`src/rtl/seg7_scan_decoder.sv`:
```
// seg7_scan_decoder
// Recovers the hex nibble shown on each digit of a 4-digit multiplexed,
// active-low seven-segment display. A digit's pattern is committed only
// after STABLE_COUNT consecutive identical valid observations.
//
// Ports:
//   Clk         system clock, all state on rising edge
//   Rst         synchronous, active-high reset
//   sample_en   observation strobe
//   dig_en      active-low digit enables (exactly one low = valid)
//   seg_in      active-low segments {g,f,e,d,c,b,a}
//   digits_out  committed nibbles, digit i at [4i+3:4i]
//   blank_mask  bit i high = digit i committed blank
//   upd         one-cycle pulse: a committed digit changed
//   upd_digit   index of the changed digit, valid with upd
//   err         one-cycle pulse: a stable illegal pattern was seen
//   err_digit   index for err, valid with err
module seg7_scan_decoder #(
    parameter int unsigned STABLE_COUNT = 4
) (
    input  logic        Clk,
    input  logic        Rst,
    input  logic        sample_en,
    input  logic [3:0]  dig_en,
    input  logic [6:0]  seg_in,
    output logic [15:0] digits_out,
    output logic [3:0]  blank_mask,
    output logic        upd,
    output logic [1:0]  upd_digit,
    output logic        err,
    output logic [1:0]  err_digit
);

    localparam int unsigned NUM_DIGITS = 4;
    localparam int unsigned SEG_W      = 7;
    localparam int unsigned CNT_W      = 4;
    localparam int unsigned IDX_W      = 2;
    localparam int unsigned NIB_W      = 4;

    localparam logic [SEG_W-1:0] SEG_BLANK = SEG_W'(7'h7F);
    localparam logic [CNT_W-1:0] CNT_ONE   = CNT_W'(1);
    localparam logic [CNT_W-1:0] CNT_MAX   = CNT_W'(STABLE_COUNT);

    typedef struct packed {
        logic             legal;
        logic             blank;
        logic [NIB_W-1:0] nib;
    } dec_t;

    // Segment pattern to nibble; blank is legal and reads as nibble 0.
    function automatic dec_t decode_seg(input logic [SEG_W-1:0] seg);
        dec_t r;
        r.legal = 1'b1;
        r.blank = 1'b0;
        r.nib   = '0;
        case (seg)
            7'b1000000: r.nib = 4'h0;
            7'b1111001: r.nib = 4'h1;
            7'b0100100: r.nib = 4'h2;
            7'b0110000: r.nib = 4'h3;
            7'b0011001: r.nib = 4'h4;
            7'b0010010: r.nib = 4'h5;
            7'b0000010: r.nib = 4'h6;
            7'b1111000: r.nib = 4'h7;
            7'b0000000: r.nib = 4'h8;
            7'b0011000: r.nib = 4'h9;
            7'b0001000: r.nib = 4'hA;
            7'b0000011: r.nib = 4'hB;
            7'b1000110: r.nib = 4'hC;
            7'b0100001: r.nib = 4'hD;
            7'b0000110: r.nib = 4'hE;
            7'b0001110: r.nib = 4'hF;
            7'b1111111: r.blank = 1'b1;
            default:    r.legal = 1'b0;
        endcase
        return r;
    endfunction

    logic [SEG_W-1:0] cand_q [NUM_DIGITS];
    logic [SEG_W-1:0] cand_d [NUM_DIGITS];
    logic [CNT_W-1:0] cnt_q  [NUM_DIGITS];
    logic [CNT_W-1:0] cnt_d  [NUM_DIGITS];
    logic [SEG_W-1:0] comm_q [NUM_DIGITS];
    logic [SEG_W-1:0] comm_d [NUM_DIGITS];

    logic [15:0]      digits_q, digits_d;
    logic [3:0]       blank_q, blank_d;
    logic             upd_q, upd_d;
    logic [IDX_W-1:0] upd_digit_q, upd_digit_d;
    logic             err_q, err_d;
    logic [IDX_W-1:0] err_digit_q, err_digit_d;

    logic             obs_valid;
    logic [IDX_W-1:0] obs_idx;
    logic [CNT_W-1:0] new_cnt;
    logic             reached;
    dec_t             seg_dec;

    // Stability counting and commit decision for the observed digit.
    always_comb begin
        cand_d      = cand_q;
        cnt_d       = cnt_q;
        comm_d      = comm_q;
        digits_d    = digits_q;
        blank_d     = blank_q;
        upd_d       = 1'b0;
        upd_digit_d = upd_digit_q;
        err_d       = 1'b0;
        err_digit_d = err_digit_q;
        obs_valid   = 1'b0;
        obs_idx     = '0;
        new_cnt     = '0;
        reached     = 1'b0;
        seg_dec     = decode_seg(seg_in);

        case (dig_en)
            4'b1110: begin obs_valid = sample_en; obs_idx = IDX_W'(0); end
            4'b1101: begin obs_valid = sample_en; obs_idx = IDX_W'(1); end
            4'b1011: begin obs_valid = sample_en; obs_idx = IDX_W'(2); end
            4'b0111: begin obs_valid = sample_en; obs_idx = IDX_W'(3); end
            default: ;
        endcase

        if (obs_valid) begin
            // "reached" means the count hits the threshold this cycle,
            // so a saturated count never re-fires.
            if (seg_in != cand_q[obs_idx]) begin
                cand_d[obs_idx] = seg_in;
                new_cnt         = CNT_ONE;
                reached         = (CNT_ONE == CNT_MAX);
            end else if (cnt_q[obs_idx] == CNT_MAX) begin
                new_cnt = CNT_MAX;
            end else begin
                new_cnt = cnt_q[obs_idx] + CNT_ONE;
                reached = (new_cnt == CNT_MAX);
            end
            cnt_d[obs_idx] = new_cnt;

            if (reached && (seg_in != comm_q[obs_idx])) begin
                if (seg_dec.legal) begin
                    comm_d[obs_idx]                    = seg_in;
                    digits_d[{obs_idx, 2'b00} +: NIB_W] = seg_dec.nib;
                    blank_d[obs_idx]                   = seg_dec.blank;
                    upd_d                              = 1'b1;
                    upd_digit_d                        = obs_idx;
                end else begin
                    err_d       = 1'b1;
                    err_digit_d = obs_idx;
                end
            end
        end
    end

    // State and output registers.
    always_ff @(posedge Clk) begin
        if (Rst) begin
            for (int i = 0; i < NUM_DIGITS; i++) begin
                cand_q[i] <= SEG_BLANK;
                cnt_q[i]  <= '0;
                comm_q[i] <= SEG_BLANK;
            end
            digits_q    <= '0;
            blank_q     <= 4'hF;
            upd_q       <= 1'b0;
            upd_digit_q <= '0;
            err_q       <= 1'b0;
            err_digit_q <= '0;
        end else begin
            for (int i = 0; i < NUM_DIGITS; i++) begin
                cand_q[i] <= cand_d[i];
                cnt_q[i]  <= cnt_d[i];
                comm_q[i] <= comm_d[i];
            end
            digits_q    <= digits_d;
            blank_q     <= blank_d;
            upd_q       <= upd_d;
            upd_digit_q <= upd_digit_d;
            err_q       <= err_d;
            err_digit_q <= err_digit_d;
        end
    end

    assign digits_out = digits_q;
    assign blank_mask = blank_q;
    assign upd        = upd_q;
    assign upd_digit  = upd_digit_q;
    assign err        = err_q;
    assign err_digit  = err_digit_q;

endmodule

```
`config.mk`:
```
export PLATFORM = sky130hd
export DESIGN_NAME = seg7_scan_decoder
export DESIGN_NICKNAME = d
export VERILOG_FILES = /design/src/rtl/seg7_scan_decoder.sv
export SDC_FILE = /design/constraint.sdc
export NUM_CORES = 1
export LEC_CHECK = 0
export ABC_AREA = 1
export CORE_ASPECT_RATIO = 0.9
export CORE_UTILIZATION = 35
export CTS_CLUSTER_DIAMETER = 200
export DETAILED_ROUTE_END_ITERATION = 6
export GPL_TIMING_DRIVEN = 0
export PLACE_DENSITY_LB_ADDON = 0.08
export SETUP_SLACK_MARGIN = 0.5
export SYNTH_ARGS = -nofsm -noshare
export SYNTH_HDL_FRONTEND = slang
export SYNTH_SLANG_ARGS = --single-unit
export TNS_END_PERCENT = 30
```
`constraint.sdc`:
```
create_clock -name Clk -period 2.3 [get_ports Clk]
set_input_delay 0.23 -clock Clk [delete_from_list [all_inputs] [get_ports Clk]]
set_output_delay 0.23 -clock Clk [all_outputs]
set_load 0.1 [all_outputs]
```
==> results.txt <==
- Cell class contributing the biggest share of worst-path delay: simple AND/OR/NAND/NOR gates
- Vias per Instance: 5.33
* Clock Sink Count: 98
- Together, buffers and inverters on the worst path number 5.
- Sequential elements use 36.8% of the synthesized area.
- Iteration count of the initial detailed-routing pass: 7
* Post-route cell area: 7860 sq um
- The number of antenna violations at the first check in global routing came to 0.
- Category of the most critical setup path: primary input to register
* Global-route wire length before repair: 29100 um
- The placed instances occupy a cell area of 6130 sq um.
* Pin slew with the least headroom to its limit: 0.971 ns
* Arrival time of data at the critical path endpoint: 2.45 ns
- The number of antenna diodes in the final layout is 0.
- The share of synthesized area in the top cell type comes to 36.8%.
* Clock-pin slew reported for the worst setup and hold paths after clock tree synthesis: 0.08 ns
- Final core utilization: 53.3%
* Launching element of the worst setup path: dig_en[3]
- Power comes to 0.00409 W.
- Final net count: 935
- Wires add up to 18800 um.
- The min-delay analysis places its worst path in the category primary input to register.
* Clock Tree Root: clkbuf_16
- Buffers on Ports: 35
* WL/cell: 16.8 um
- The worst hold path begins at seg_in[6].
- Min Tclk post-route: 2.21 ns
* Worst skew pair latency: 0.36 ns
* Minimum setup slack among reg-to-reg paths: 0.13 ns
- Number of DRC violations after detailed routing: 0
- The worst register-to-register path begins at cnt_q[8]$_SDFFE_PP0P_.
- In this run the number of cells on the critical path is 20.
- Clock H-tree levels: 3
- Width of the chip: 132 um
* Initial DRC Count: 465
- The worst register-to-register path has a depth of 17.
- Vias in the first global route: 5518
* ANT nets after route: 0
- Net Count, Synth: 839
* Number of library cell types mapped by synthesis: 27
- Number of pins with negative max-slew slack in the final report: 0
- Count of vias placed by the detailed router: 5939
* Crit path capture type: register
- Slew margin rel.: 35.1%
* Part of the cycle the worst path needs: 95.9%
* Biggest area contributors in the synthesized netlist: dfxtp_1 (37%), nand2_1 (16%), nand3_1 (13%)
- The congestion estimate from routability-driven global placement came to 0.888.
- Die footprint: 15700 sq um
- Final count of hold timing violations: 0
- TritonCTS built the clock tree.
- Number of top-level pins: 40
* Dominant cell type by area after synthesis: dfxtp_1
- Layout area overhead: 47.5%
* Gate Count Post-Synth: 815
- Worst path cell trace: buf_12 > nor2_4 > nor2_4 > buf_6 > nand3_1 > nand3_4 > nand2_4 > ha_4 > inv_2 > nand2_2 > nand2_2 > nand3_4 > nor2_4 > nand2_2 > nor2_4 > buf_12 > buf_12 > nand2_8 > o21ai_4 > nor2_1
- For this configuration, the core starts out at a cell density of 36.1%.
- On the worst path, the slowest cell contributes a delay of 0.20 ns.
* Setup repair after global routing missed its margin: yes
- The total area inside the core boundary comes to 14800 sq um.
- A synthesized cell averages 6.54 sq um.
- VDD IR max: 0.000418 V
- # rows: 42
- Leakage: 3.88 nW
* Detail Placement HPWL: 12300 um
* Total grt overflow: 0
- Outcome: complete, no violations
- For this run, the number of Yosys warnings is 0.
- Cell area after synthesis: 5330 sq um
- Number of buffers added by the clock tree synthesis step: 9
- For this design the ratio of total power to cell area is 520 nW/um^2.
* Minimum setup slack in the final design: 0.0947 ns
* Worst Path Max Fanout: 7
- Across every metal layer, demand over resource in global routing totals 23.7%.
* Maximum number of pins on one net before global-route repair: 18
- The clock passes through at most 2 buffers.
* Required time of the critical path: 2.54 ns
- Library cell contributing the largest single delay on the critical path: nor2_4
* Die outline height: 119 um
* Worst r2r dst: err_digit[1]$_SDFFE_PP0P_
- Layout Skew: 0.0120 ns
- Following the worst setup path forward leads to its endpoint at err_digit[1]$_SDFFE_PP0P_.
- Number of max-cap violations: 0
- Fmax: 453 MHz
- Share of final-layout standard cells stronger than drive strength 1: 26.6%
- After filler insertion, the fill cell instance count of the layout stands at 1415.
- Setup violations remaining at the end of the flow were counted as 0.
- The cell that appears most often on the critical path is nor2_4.
* CP startpoint kind: primary input
- The number of hold buffers added after CTS was 0.
- Number of synthesized register bits: 98
- Before CTS, the worst setup slack after placement is -1.43 ns.
## synthesized netlist by cell type, drive strengths merged
library cell / n
nand3b: 3
clkbuf: 22
nand2: 231
o22ai: 1
a21oi: 21
nor3: 11
o211ai: 28
nor2: 83
clkinv: 4
nor3b: 1
xor2: 1
buf: 28
nand4: 52
ha: 10
nand3: 138
dfxtp: 98
o21ai: 23
inv: 60
## report_power, final
part           switching, W  total, W  internal, W
Sequential       0.00000912   0.00172      0.00171
Combinational      0.000442  0.000689     0.000247
Clock              0.000711   0.00167     0.000964
Total               0.00116   0.00409      0.00292
## worst min-delay path by stage
stage / cells after the start / end
floorplan: 1 / upd_digit[1]$_SDFFE_PP0P_
global placement: 2 / comm_q[9]$_SDFFE_PP1P_
detailed placement: 2 / comm_q[14]$_SDFFE_PP1P_
CTS: 3 / comm_q[13]$_SDFFE_PP1P_
global route: 3 / comm_q[20]$_SDFFE_PP1P_
finish: 3 / comm_q[27]$_SDFFE_PP1P_
## per-stage QoR
step / setup TNS, ns / hold WS, ns / cells
finish: 0 / 0.254 / 1114
global placement: -110.24 / 0.440 / 1048
global route: -0.111 / 0.272 / 1114
CTS: 0 / 0.233 / 1102
floorplan: 0 / 0.299 / 815
detailed placement: -114.60 / 0.445 / 1048
## kinds of logic after synthesis
group,Yosys count,synth area share [%]
simple gates,519,43.5
buf+inv,114,9.04
flops,98,36.8
compound gates,73,8.19
fa+ha+maj,10,2.35
xor+xnor,1,0.164
## layout by cell type, fill, tap and decap left out, types with 8 or more instances in the layout
cell	count
dlymetal6s2s_1	26
nor2_4	15
clkbuf_16	13
nand3_1	114
inv_2	10
nand3_4	12
nand2_4	10
clkbuf_1	10
buf_12	13
o211ai_1	28
nand2_2	22
nand3_2	13
dfxtp_1	98
o21ai_0	14
buf_6	15
a21oi_1	13
a21oi_2	8
inv_1	42
buf_4	34
buf_8	8
nor2_1	57
nand4_1	52
nand2_1	193
nor2_2	11
## tightest hold or removal path, delay by kind of cell
| kind | cells | cell delay [ns] |
|---|---|---|
| and+or+nand+nor | 2 | 0.16 |
| buffers and inverters | 1 | 0.17 |
## per-layer routing
layer / global-route usage (%) / part of all wire [%]
met5: 0 / 0
met1: 31.2 / 47
met4: 7.92 / 2.2
met2: 38.0 / 45
met3: 5.36 / 5.8
## cell type report
cell class	count	area [sq um]	area share (%)
multi-input combinational	604	3590	45.7
sequential	98	1960	24.9
inverter	64	278	3.53
clock inverter	7	100	1.27
tap	198	248	3.15
clock buffer	9	225	2.86
buffer	50	444	5.65
timing repair buffer	84	1020	12.9
## registers in the layout, indices dropped and copies added, names as in the netlist
| register | count |
|---|---|
| cand_q | 28 |
| comm_q | 28 |
| cnt_q | 16 |
| digits_out | 16 |
| blank_mask | 4 |
| err_digit | 2 |
| upd_digit | 2 |
| err | 1 |
| upd | 1 |
## what timing repair did
item,4_1_cts,5_1_grt
setup endpoints to repair,124,124
gates resized for setup,148,136
setup buffers,35,6
cloned,3,6
pin swaps,28,77
Power figures use the tool's default switching activity.
